`src/rtl/spi_slave_port.sv`:
```
// SPI mode-0 responder: oversampled CS/SCK/MOSI, WORD_BITS-bit words in (out_wr) and out (spi_miso), back-to-back words per frame.
// out_wr and spi_miso lag the raw SCK/CS edge by SYNC_STAGES+2 clk; no backpressure, out_wr is a single-cycle strobe.
module spi_slave_port #(
   parameter int WORD_BITS   = 24,
   parameter int SYNC_STAGES = 2
) (
   input  logic                 clk,
   input  logic                 rst_n,
   input  logic                 spi_cs,
   input  logic                 spi_clk,
   input  logic                 spi_mosi,
   output logic                 spi_miso,
   input  logic [WORD_BITS-1:0] in_data,
   input  logic                 in_wr,
   output logic [WORD_BITS-1:0] out_data,
   output logic                 out_wr,
   output logic                 busy,
   output logic                 frame_err,
   output logic                 underrun
);
   localparam int CW = (WORD_BITS > 1) ? $clog2(WORD_BITS) : 1;
   localparam logic [CW-1:0] LAST_BIT = CW'(WORD_BITS - 1);

   typedef enum logic [0:0] {IDLE, SHIFT} state_t;

   logic [SYNC_STAGES-1:0] cs_sync_q, sck_sync_q, mosi_sync_q;
   logic                   cs_prev_q, sck_prev_q;
   logic                   cs_fall_q, cs_rise_q, sck_rise_q, sck_fall_q, mosi_q;
   logic                   cs_s, sck_s;

   state_t                 state_q;
   logic [CW-1:0]          bit_cnt_q;
   logic [WORD_BITS-1:0]   rx_q, tx_q, reply_q, out_data_q;
   logic                   pending_q, skip_fall_q;
   logic                   owed_q, owed_hit_q, owed_clr_q;
   logic                   miso_q, out_wr_q, busy_q, frame_err_q, underrun_q;
   logic [WORD_BITS-1:0]   load_word_d;

   assign cs_s  = cs_sync_q[SYNC_STAGES-1];
   assign sck_s = sck_sync_q[SYNC_STAGES-1];

   // CS chain resets to "low" so a CS already low at reset release never looks like a falling edge.
   always_ff @(posedge clk or negedge rst_n) begin
      if (!rst_n) begin
         cs_sync_q   <= '0;
         sck_sync_q  <= '0;
         mosi_sync_q <= '0;
         cs_prev_q   <= 1'b0;
         sck_prev_q  <= 1'b0;
         cs_fall_q   <= 1'b0;
         cs_rise_q   <= 1'b0;
         sck_rise_q  <= 1'b0;
         sck_fall_q  <= 1'b0;
         mosi_q      <= 1'b0;
      end else begin
         cs_sync_q   <= {cs_sync_q[SYNC_STAGES-2:0], spi_cs};
         sck_sync_q  <= {sck_sync_q[SYNC_STAGES-2:0], spi_clk};
         mosi_sync_q <= {mosi_sync_q[SYNC_STAGES-2:0], spi_mosi};
         cs_prev_q   <= cs_s;
         sck_prev_q  <= sck_s;
         cs_fall_q   <= cs_prev_q & ~cs_s;
         cs_rise_q   <= ~cs_prev_q & cs_s;
         sck_rise_q  <= ~sck_prev_q & sck_s;
         sck_fall_q  <= sck_prev_q & ~sck_s;
         mosi_q      <= mosi_sync_q[SYNC_STAGES-1];
      end
   end

   // A same-cycle in_wr wins over the held reply.
   always_comb begin
      load_word_d = '0;
      if (in_wr) begin
         load_word_d = in_data;
      end else if (pending_q) begin
         load_word_d = reply_q;
      end
   end

   always_ff @(posedge clk or negedge rst_n) begin
      if (!rst_n) begin
         state_q     <= IDLE;
         bit_cnt_q   <= '0;
         rx_q        <= '0;
         tx_q        <= '0;
         reply_q     <= '0;
         out_data_q  <= '0;
         pending_q   <= 1'b0;
         skip_fall_q <= 1'b0;
         owed_q      <= 1'b0;
         owed_hit_q  <= 1'b0;
         owed_clr_q  <= 1'b0;
         miso_q      <= 1'b0;
         out_wr_q    <= 1'b0;
         busy_q      <= 1'b0;
         frame_err_q <= 1'b0;
         underrun_q  <= 1'b0;
      end else begin
         out_wr_q    <= 1'b0;
         frame_err_q <= 1'b0;
         underrun_q  <= 1'b0;
         if (in_wr) begin
            reply_q    <= in_data;
            pending_q  <= 1'b1;
            owed_clr_q <= 1'b0;
         end
         if (state_q == IDLE) begin
            miso_q    <= 1'b0;
            bit_cnt_q <= '0;
            busy_q    <= 1'b0;
            if (cs_fall_q) begin
               state_q     <= SHIFT;
               busy_q      <= 1'b1;
               skip_fall_q <= 1'b0;
               owed_q      <= 1'b0;
               tx_q        <= load_word_d;
               miso_q      <= load_word_d[WORD_BITS-1];
               if (in_wr || pending_q) begin
                  pending_q <= 1'b0;
               end else begin
                  underrun_q <= 1'b1;
               end
            end
         end else if (cs_rise_q) begin
            state_q   <= IDLE;
            busy_q    <= 1'b0;
            miso_q    <= 1'b0;
            bit_cnt_q <= '0;
            owed_q    <= 1'b0;
            if (bit_cnt_q != '0) begin
               frame_err_q <= 1'b1;
            end
         end else begin
            if (sck_rise_q) begin
               rx_q <= {rx_q[WORD_BITS-2:0], mosi_q};
               // A boundary reload only consumes the reply once the host actually clocks the next word.
               if (owed_q) begin
                  owed_q <= 1'b0;
                  if (!owed_hit_q) begin
                     underrun_q <= 1'b1;
                  end else if (owed_clr_q && !in_wr) begin
                     pending_q <= 1'b0;
                  end
               end
               if (bit_cnt_q == LAST_BIT) begin
                  bit_cnt_q   <= '0;
                  out_data_q  <= {rx_q[WORD_BITS-2:0], mosi_q};
                  out_wr_q    <= 1'b1;
                  tx_q        <= load_word_d;
                  miso_q      <= load_word_d[WORD_BITS-1];
                  skip_fall_q <= 1'b1;
                  if (in_wr) begin
                     pending_q <= 1'b0;
                     owed_q    <= 1'b0;
                  end else begin
                     owed_q     <= 1'b1;
                     owed_hit_q <= pending_q;
                     owed_clr_q <= pending_q;
                  end
               end else begin
                  bit_cnt_q <= bit_cnt_q + 1'b1;
               end
            end
            if (sck_fall_q) begin
               if (skip_fall_q) begin
                  skip_fall_q <= 1'b0;
               end else begin
                  tx_q   <= {tx_q[WORD_BITS-2:0], 1'b0};
                  miso_q <= tx_q[WORD_BITS-2];
               end
            end
         end
      end
   end

   assign spi_miso  = miso_q;
   assign out_data  = out_data_q;
   assign out_wr    = out_wr_q;
   assign busy      = busy_q;
   assign frame_err = frame_err_q;
   assign underrun  = underrun_q;

endmodule

```
`config.mk`:
```
export PLATFORM = sky130hd
export DESIGN_NAME = spi_slave_port
export DESIGN_NICKNAME = d
export VERILOG_FILES = /design/src/rtl/spi_slave_port.sv
export SDC_FILE = /design/constraint.sdc
export NUM_CORES = 1
export LEC_CHECK = 0
export BUFFER_PORTS_ARGS = -buffer_cell sky130_fd_sc_hd__buf_2
export CORE_AREA = 3 3 120 151
export CTS_CLUSTER_SIZE = 14
export DETAILED_ROUTE_END_ITERATION = 12
export DIE_AREA = 0 0 123 154
export SLEW_MARGIN = 20
export SYNTH_ARGS = -nofsm -noshare
export SYNTH_HDL_FRONTEND = slang
export SYNTH_SLANG_ARGS = --single-unit
export TNS_END_PERCENT = 5
```
`constraint.sdc`:
```
create_clock -name clk -period 1.6 [get_ports clk]
set_input_delay 0.16 -clock clk [delete_from_list [all_inputs] [get_ports clk]]
set_output_delay 0.16 -clock clk [all_outputs]
set_load 0.01 [all_outputs]
```
==> flow_summary.ini, run 1 <==
[timing]
hold_viol = 0
relSlewSlack_pct = 75.8
skew_ns = 0.00793
drv_slew = 0
fmax_ghz = 0.608
fin_tns_setup_ns = -0.267
period_needed_ns = 1.65
rsz0062_at_grt = yes
worst_pin_slew_ns = 0.363
timing.final.ws_setup_ns = -0.0452
fin_crit_sh_pct = 103
setup_violations = 29

[outcome]
violations = setup timing
status = finished with violations

[global_routing]
gr-total-overflow = 0
antenna_found_initial = 0
grt_max_degree = 65
grt_pass1_vias = 4389
gr-usage-all-layers_pct = 14.8
grt_pass1_wl_um = 22000

[layout]
diodes = 0
fill_cells = 1533
drive_above_1_share_pct = 42.6
layout.nets = 604
syn_to_final_growth_pct = 28.6
fin_cells = 804

[critical_path]
cp_data_arrival_time_ns = 1.93
crit_slowest_cell = dfrtp_1
cp_top_family = flip-flops
crit_path_start_kind = flop
cp_num_buf_inv = 3
path_cells = ha_4 > buf_6 > nand3_4 > nor2_4 > buf_6 > buf_12 > mux2i_2 > a211oi_2
endpoint_kind = flop
cp.depth = 8
required_ns = 1.88
cp_slowest_stage_delay_ns = 0.40
r2r_cells = 8
r2r_slack_ns = -0.05
worstSetupPathType = reg -> reg
crit_top_cell = buf_6
path_max_fanout = 7

[die]
die_w_um = 123
io_pins = 59
rows = 53
initial_core_util_pct = 35.0
die_y_um = 154
coreArea_um2 = 16800
dieArea_um2 = 18900

[cts]
path_clk_slew_ns = 0.05
clockBufferDepth = 2
cts_tree = yes
htreeDepth = 4
numCtsBuffers = 17
clock-sinks = 123
clock_latency_ns = 0.41
clock-root-buffer = clkbuf_16

[drt]
wl_per_cell_um = 16.8
drc_errors = 0
num_vias = 4139
drtAntennaViolNets = 0
firstDrtPassIters = 5
drt_wl_total_um = 13500
drt_iter0_drc = 208
vias_per_cell = 5.15

[logic_synthesis]
async_flop_share_pct = 100
yosys_warnings = 0
synth.avg_cell_area_um2 = 12.6
synth_area_leader_cell = dfrtp_1
synth-seq-cells = 123
syn_nets = 498
netlist_area_um2 = 5870
synth_commonest_cells = 123 x dfrtp_1, 45 x mux2_2, 35 x a21oi_1, 30 x a211oi_1
ys.flop_type = dfrtp_1
ys_seq_area_share_pct = 52.5
synth_edf_count = 0
synth.most_common_cell = dfrtp_1
synthDistinctLibCells = 52
synth_top_area_share_pct = 52.5
synthTopCellsByArea = dfrtp_1 52%, mux2_2 8.6%, mux2_4 4.6%
postSynthCellCount = 466

[power_and_ir_drop]
power_leakage_nw = 3.45
irDropWorstVdd_mv = 0.753
power_density_nw_per_um2 = 1260
power.total_mw = 9.50

[placed_design]
hpwl_um = 8860
gp_congestion = 0.757
post-place-ws_ns = -0.186
dp_cells = 761
io_buffers = 58

[job]
cap_violations = 0

[min_path]
whs_path_depth = 2
hp-class = in -> reg
==> placed cells by master (no fill, tap or decap), drive strengths merged, types with 8 or more instances in the layout <==
| cell | instances |
|---|---|
| mux2 | 70 |
| a211oi | 39 |
| nand2 | 18 |
| dfrtp | 123 |
| clkbuf | 21 |
| o21a | 21 |
| mux2i | 21 |
| nor2b | 8 |
| o21ai | 11 |
| nor2 | 14 |
| a22o | 20 |
| a21oi | 44 |
| buf | 114 |
==> metal layers <==
layer | vias up | part of all wire [%] | GRT usage, %
met3 | 11 | 4.4 | 4.78
li1 | 1949 | - | -
met1 | 2087 | 44 | 17.7
met4 | 0 | 0.95 | 4.75
met2 | 92 | 50 | 24.9
met5 | - | 0 | 0
==> kinds of logic (layout without fill, tap and decap cells) <==
| logic type | count (synthesis) | in the layout | synth area share (%) |
|---|---|---|---|
| and+or+nand+nor | 63 | 63 | 6.12 |
| xor gates and xnor gates | 1 | 1 | 0.149 |
| muxes | 91 | 91 | 18.2 |
| DFF | 123 | 123 | 52.5 |
| AOI/OAI and AO/OA | 148 | 148 | 18.8 |
| adders and majority gates | 2 | 2 | 0.427 |
| buffers and inverters | 38 | 156 | 3.84 |
==> cell type report <==
type / instances / area, µm² / share of cell area (%)
sequential: 123 / 3080 / 40.8
multi-input combinational: 305 / 2660 / 35.2
timing repair buffer: 118 / 926 / 12.3
clock buffer: 21 / 460 / 6.10
tap: 220 / 275 / 3.65
clock inverter: 10 / 119 / 1.58
inverter: 7 / 28.8 / 0.381
==> where the power goes <==
part	switching, mW	total (mW)	internal (mW)
sequential	0.390	3.95	3.56
combinational	0.900	1.84	0.940
clock	1.35	3.72	2.36
==> flip-flops by register name, indices dropped and copies added (netlist names), 2 cells and up <==
signal       count
bit_cnt_q        5
cs_sync_q        2
mosi_sync_q      2
out_data        24
reply_q         24
rx_q            23
sck_sync_q       2
tx_q            23
==> path summary, 6_finish.rpt <==
kind                                          startpoint                       to
max in group asynchronous                          rst_n      pending_q$_DFF_PN0_
worst min-delay path                         in_data[12]  reply_q[12]$_DFFE_PN0P_
min in group asynchronous                          rst_n  reply_q[21]$_DFFE_PN0P_
worst max-delay path            bit_cnt_q[1]$_DFFE_PN0P_     tx_q[19]$_DFFE_PN0P_
worst max register to register  bit_cnt_q[1]$_DFFE_PN0P_     tx_q[19]$_DFFE_PN0P_
worst min register to register   sck_sync_q[0]$_DFF_PN0_  sck_sync_q[1]$_DFF_PN0_
==> per-stage QoR <==
step	hold slack [ns]	cell area [µm²]	utilization, %
detailed placement	0.0454	6700	39.9
global placement	0.0409	6700	39.9
global route	0.00142	7540	45.0
finish	0.0219	7540	45.0
floorplan	-0.136	5870	-
CTS	0.00127	7470	44.5
==> timing repair <==
| action | CTS | global route |
|---|---|---|
| setup endpoints to repair | 49 | 51 |
| endpoints found under the hold margin | 126 | 0 |
| gates resized for setup | 14 | 18 |
| setup buffers | 6 | 2 |
| pin swaps | 3 | 7 |
| hold buffers | 4 | 0 |
| gates cloned | 1 | 0 |
Note: power is estimated with default switching activity, not from simulation.
==> run 2, diff against run 1 <==
--- a/config.mk
+++ b/config.mk
@@ -6,10 +6,10 @@
 export NUM_CORES = 1
 export LEC_CHECK = 0
 export BUFFER_PORTS_ARGS = -buffer_cell sky130_fd_sc_hd__buf_2
-export CORE_AREA = 3 3 120 151
+export CORE_AREA = 2 2 119 150
 export CTS_CLUSTER_SIZE = 14
 export DETAILED_ROUTE_END_ITERATION = 12
-export DIE_AREA = 0 0 123 154
+export DIE_AREA = 0 0 121 152
 export SLEW_MARGIN = 20
 export SYNTH_ARGS = -nofsm -noshare
 export SYNTH_HDL_FRONTEND = slang
==> constraint.sdc (replaced) <==
create_clock -name clk -period 2 [get_ports clk]
set_input_delay 0.2 -clock clk [delete_from_list [all_inputs] [get_ports clk]]
set_output_delay 0.2 -clock clk [all_outputs]
set_load 0.01 [all_outputs]
==> run 2 against run 1 <==
Clock power shrank 12%. Cell count shrank 3.5%. Global-route usage shrank 0.13 points. Utilization shrank 3.1 points. Non-clock buffer count shrank 33. Total power shrank 19%. The run now ends clean. Register-to-register slack gained 0.25 ns. Clock skew shrank 0.0020 ns. Critical path type unchanged. Highest routed layer unchanged.
==> flow_summary.ini, run 2 (synthesized netlist as in run 1, its figures left out) <==
[timing]
fin_crit_sh_pct = 89.7
period_needed_ns = 1.79
skew_ns = 0.00592
drv_slew = 0
hold_viol = 0
fmax_ghz = 0.558
worst_pin_slew_ns = 0.612
setup_violations = 0
fin_tns_setup_ns = 0
rsz0062_at_grt = no
timing.final.ws_setup_ns = 0.207
relSlewSlack_pct = 59.0

[cts]
clock_latency_ns = 0.42
path_clk_slew_ns = 0.06
numCtsBuffers = 17
htreeDepth = 4
clock-root-buffer = clkbuf_16
post_cts_buffers = 0
clockBufferDepth = 2
clock-sinks = 123
cts_tree = yes

[critical_path]
worstSetupPathType = reg -> reg
cp_slowest_stage_delay_ns = 0.39
r2r_cells = 5
reg2reg_from = bit_cnt_q[1]$_DFFE_PN0P_
crit_slowest_cell = dfrtp_1
path_max_fanout = 23
r2r-end = out_data[4]$_DFFE_PN0P_
crit_end = out_data[4]$_DFFE_PN0P_
endpoint_kind = flop
cp_data_arrival_time_ns = 2.09
path_cells = ha_1 > nand4b_1 > or2_1 > buf_12 > mux2_1
r2r_slack_ns = 0.21
critPathLaunch = bit_cnt_q[1]$_DFFE_PN0P_
required_ns = 2.30
crit_path_start_kind = flop

[power_and_ir_drop]
irDropWorstVdd_mv = 0.569
power_leakage_nw = 3.24
power_density_nw_per_um2 = 1080

[layout]
layout_common_cells = 123 x dfrtp_1, 57 x buf_2, 45 x mux2_2, 35 x a21oi_1, 30 x a211oi_1
final_common_cell = dfrtp_1
syn_to_final_growth_pct = 22.1
layout.nets = 572
diodes = 0
drive_above_1_share_pct = 37.1

[drt]
wl_per_cell_um = 16.7
drtAntennaViolNets = 0
firstDrtPassIters = 4
drc_errors = 0
vias_per_cell = 5.20
drt_iter0_drc = 153
drt_wl_total_um = 13000
num_vias = 4036

[global_routing]
grt_pass1_wl_um = 21200
grt_max_degree = 48
gr-total-overflow = 0
gr-usage-all-layers_pct = 14.6
grt_pass1_vias = 4245
antenna_found_initial = 0

[job]
cap_violations = 0

[placed_design]
hpwl_um = 8690
post-place-ws_ns = 0.0966
gp_congestion = 0.767
io_buffers = 58

[die]
io_pins = 59
rows = 54
coreArea_um2 = 17100
die_w_um = 121
initial_core_util_pct = 34.3
die_y_um = 152
dieArea_um2 = 18400

[outcome]
status = finished, final reports clean

[min_path]
hp-class = in -> reg
min_from = in_data[0]
run 2: layout make-up:
type	instances	area, µm²
clock inverter	13	194
timing repair buffer	85	568
clock buffer	18	439
inverter	7	26.3
tap	224	280
sequential	123	3080
fill	1589	9930
multi-input combinational	306	2580
run 2: metal layers:
metal | GRT usage (%) | up-vias | routed length, µm
met5 | 0 | - | 0
met4 | 6.04 | 0 | 239
met3 | 4.05 | 18 | 527
met2 | 24.3 | 80 | 6610
met1 | 17.8 | 2049 | 5590
li1 | - | 1889 | -
run 2: where the power goes:
group | internal (mW) | total, mW | switching, mW
Combinational | 0.634 | 1.32 | 0.689
Clock | 2.12 | 3.27 | 1.15
Sequential | 2.85 | 3.15 | 0.298
Total | 5.60 | 7.74 | 2.14
run 2: timing repair:
action / in CTS / in global routing
setup endpoints to repair: 0 / 6
hold buffers: 4 / 0
hold endpoints to repair: 38 / 0
resized for setup: 0 / 1
run 2: how the worst min path moves through the flow:
stage                               endpoint  slack (ns)  depth (start not counted)
CTS                   reply_q[0]$_DFFE_PN0P_        0.02                          2
global placement      cs_sync_q[0]$_DFF_PN0_        0.22                          1
finish                reply_q[0]$_DFFE_PN0P_        0.03                          2
global route          reply_q[0]$_DFFE_PN0P_        0.02                          2
detailed placement    cs_sync_q[0]$_DFF_PN0_        0.23                          1
floorplan           bit_cnt_q[0]$_DFFE_PN0P_        -0.1                          0
run 2: worst max-delay path, delay by kind of cell (launching register included):
kind | cells | cell delay (ns)
fa+ha+maj | 1 | 0.23
buf+inv | 1 | 0.19
flops | 1 | 0.39
mux | 1 | 0.33
simple gates | 2 | 0.52
run 2: through the flow:
| stage | hold WS (ns) | instance area [µm²] | total power, mW | std cells | util (%) |
|---|---|---|---|---|---|
| floorplan | -0.0956 | 5870 | 4.09 | 466 | - |
| global placement | 0.219 | 6480 | 4.41 | 740 | 37.9 |
| detailed placement | 0.229 | 6480 | 4.49 | 740 | 37.9 |
| CTS | 0.0155 | 7150 | 7.80 | 775 | 41.8 |
| global route | 0.0195 | 7160 | 8.12 | 776 | 41.9 |
| finish | 0.0288 | 7160 | 7.74 | 776 | 41.9 |
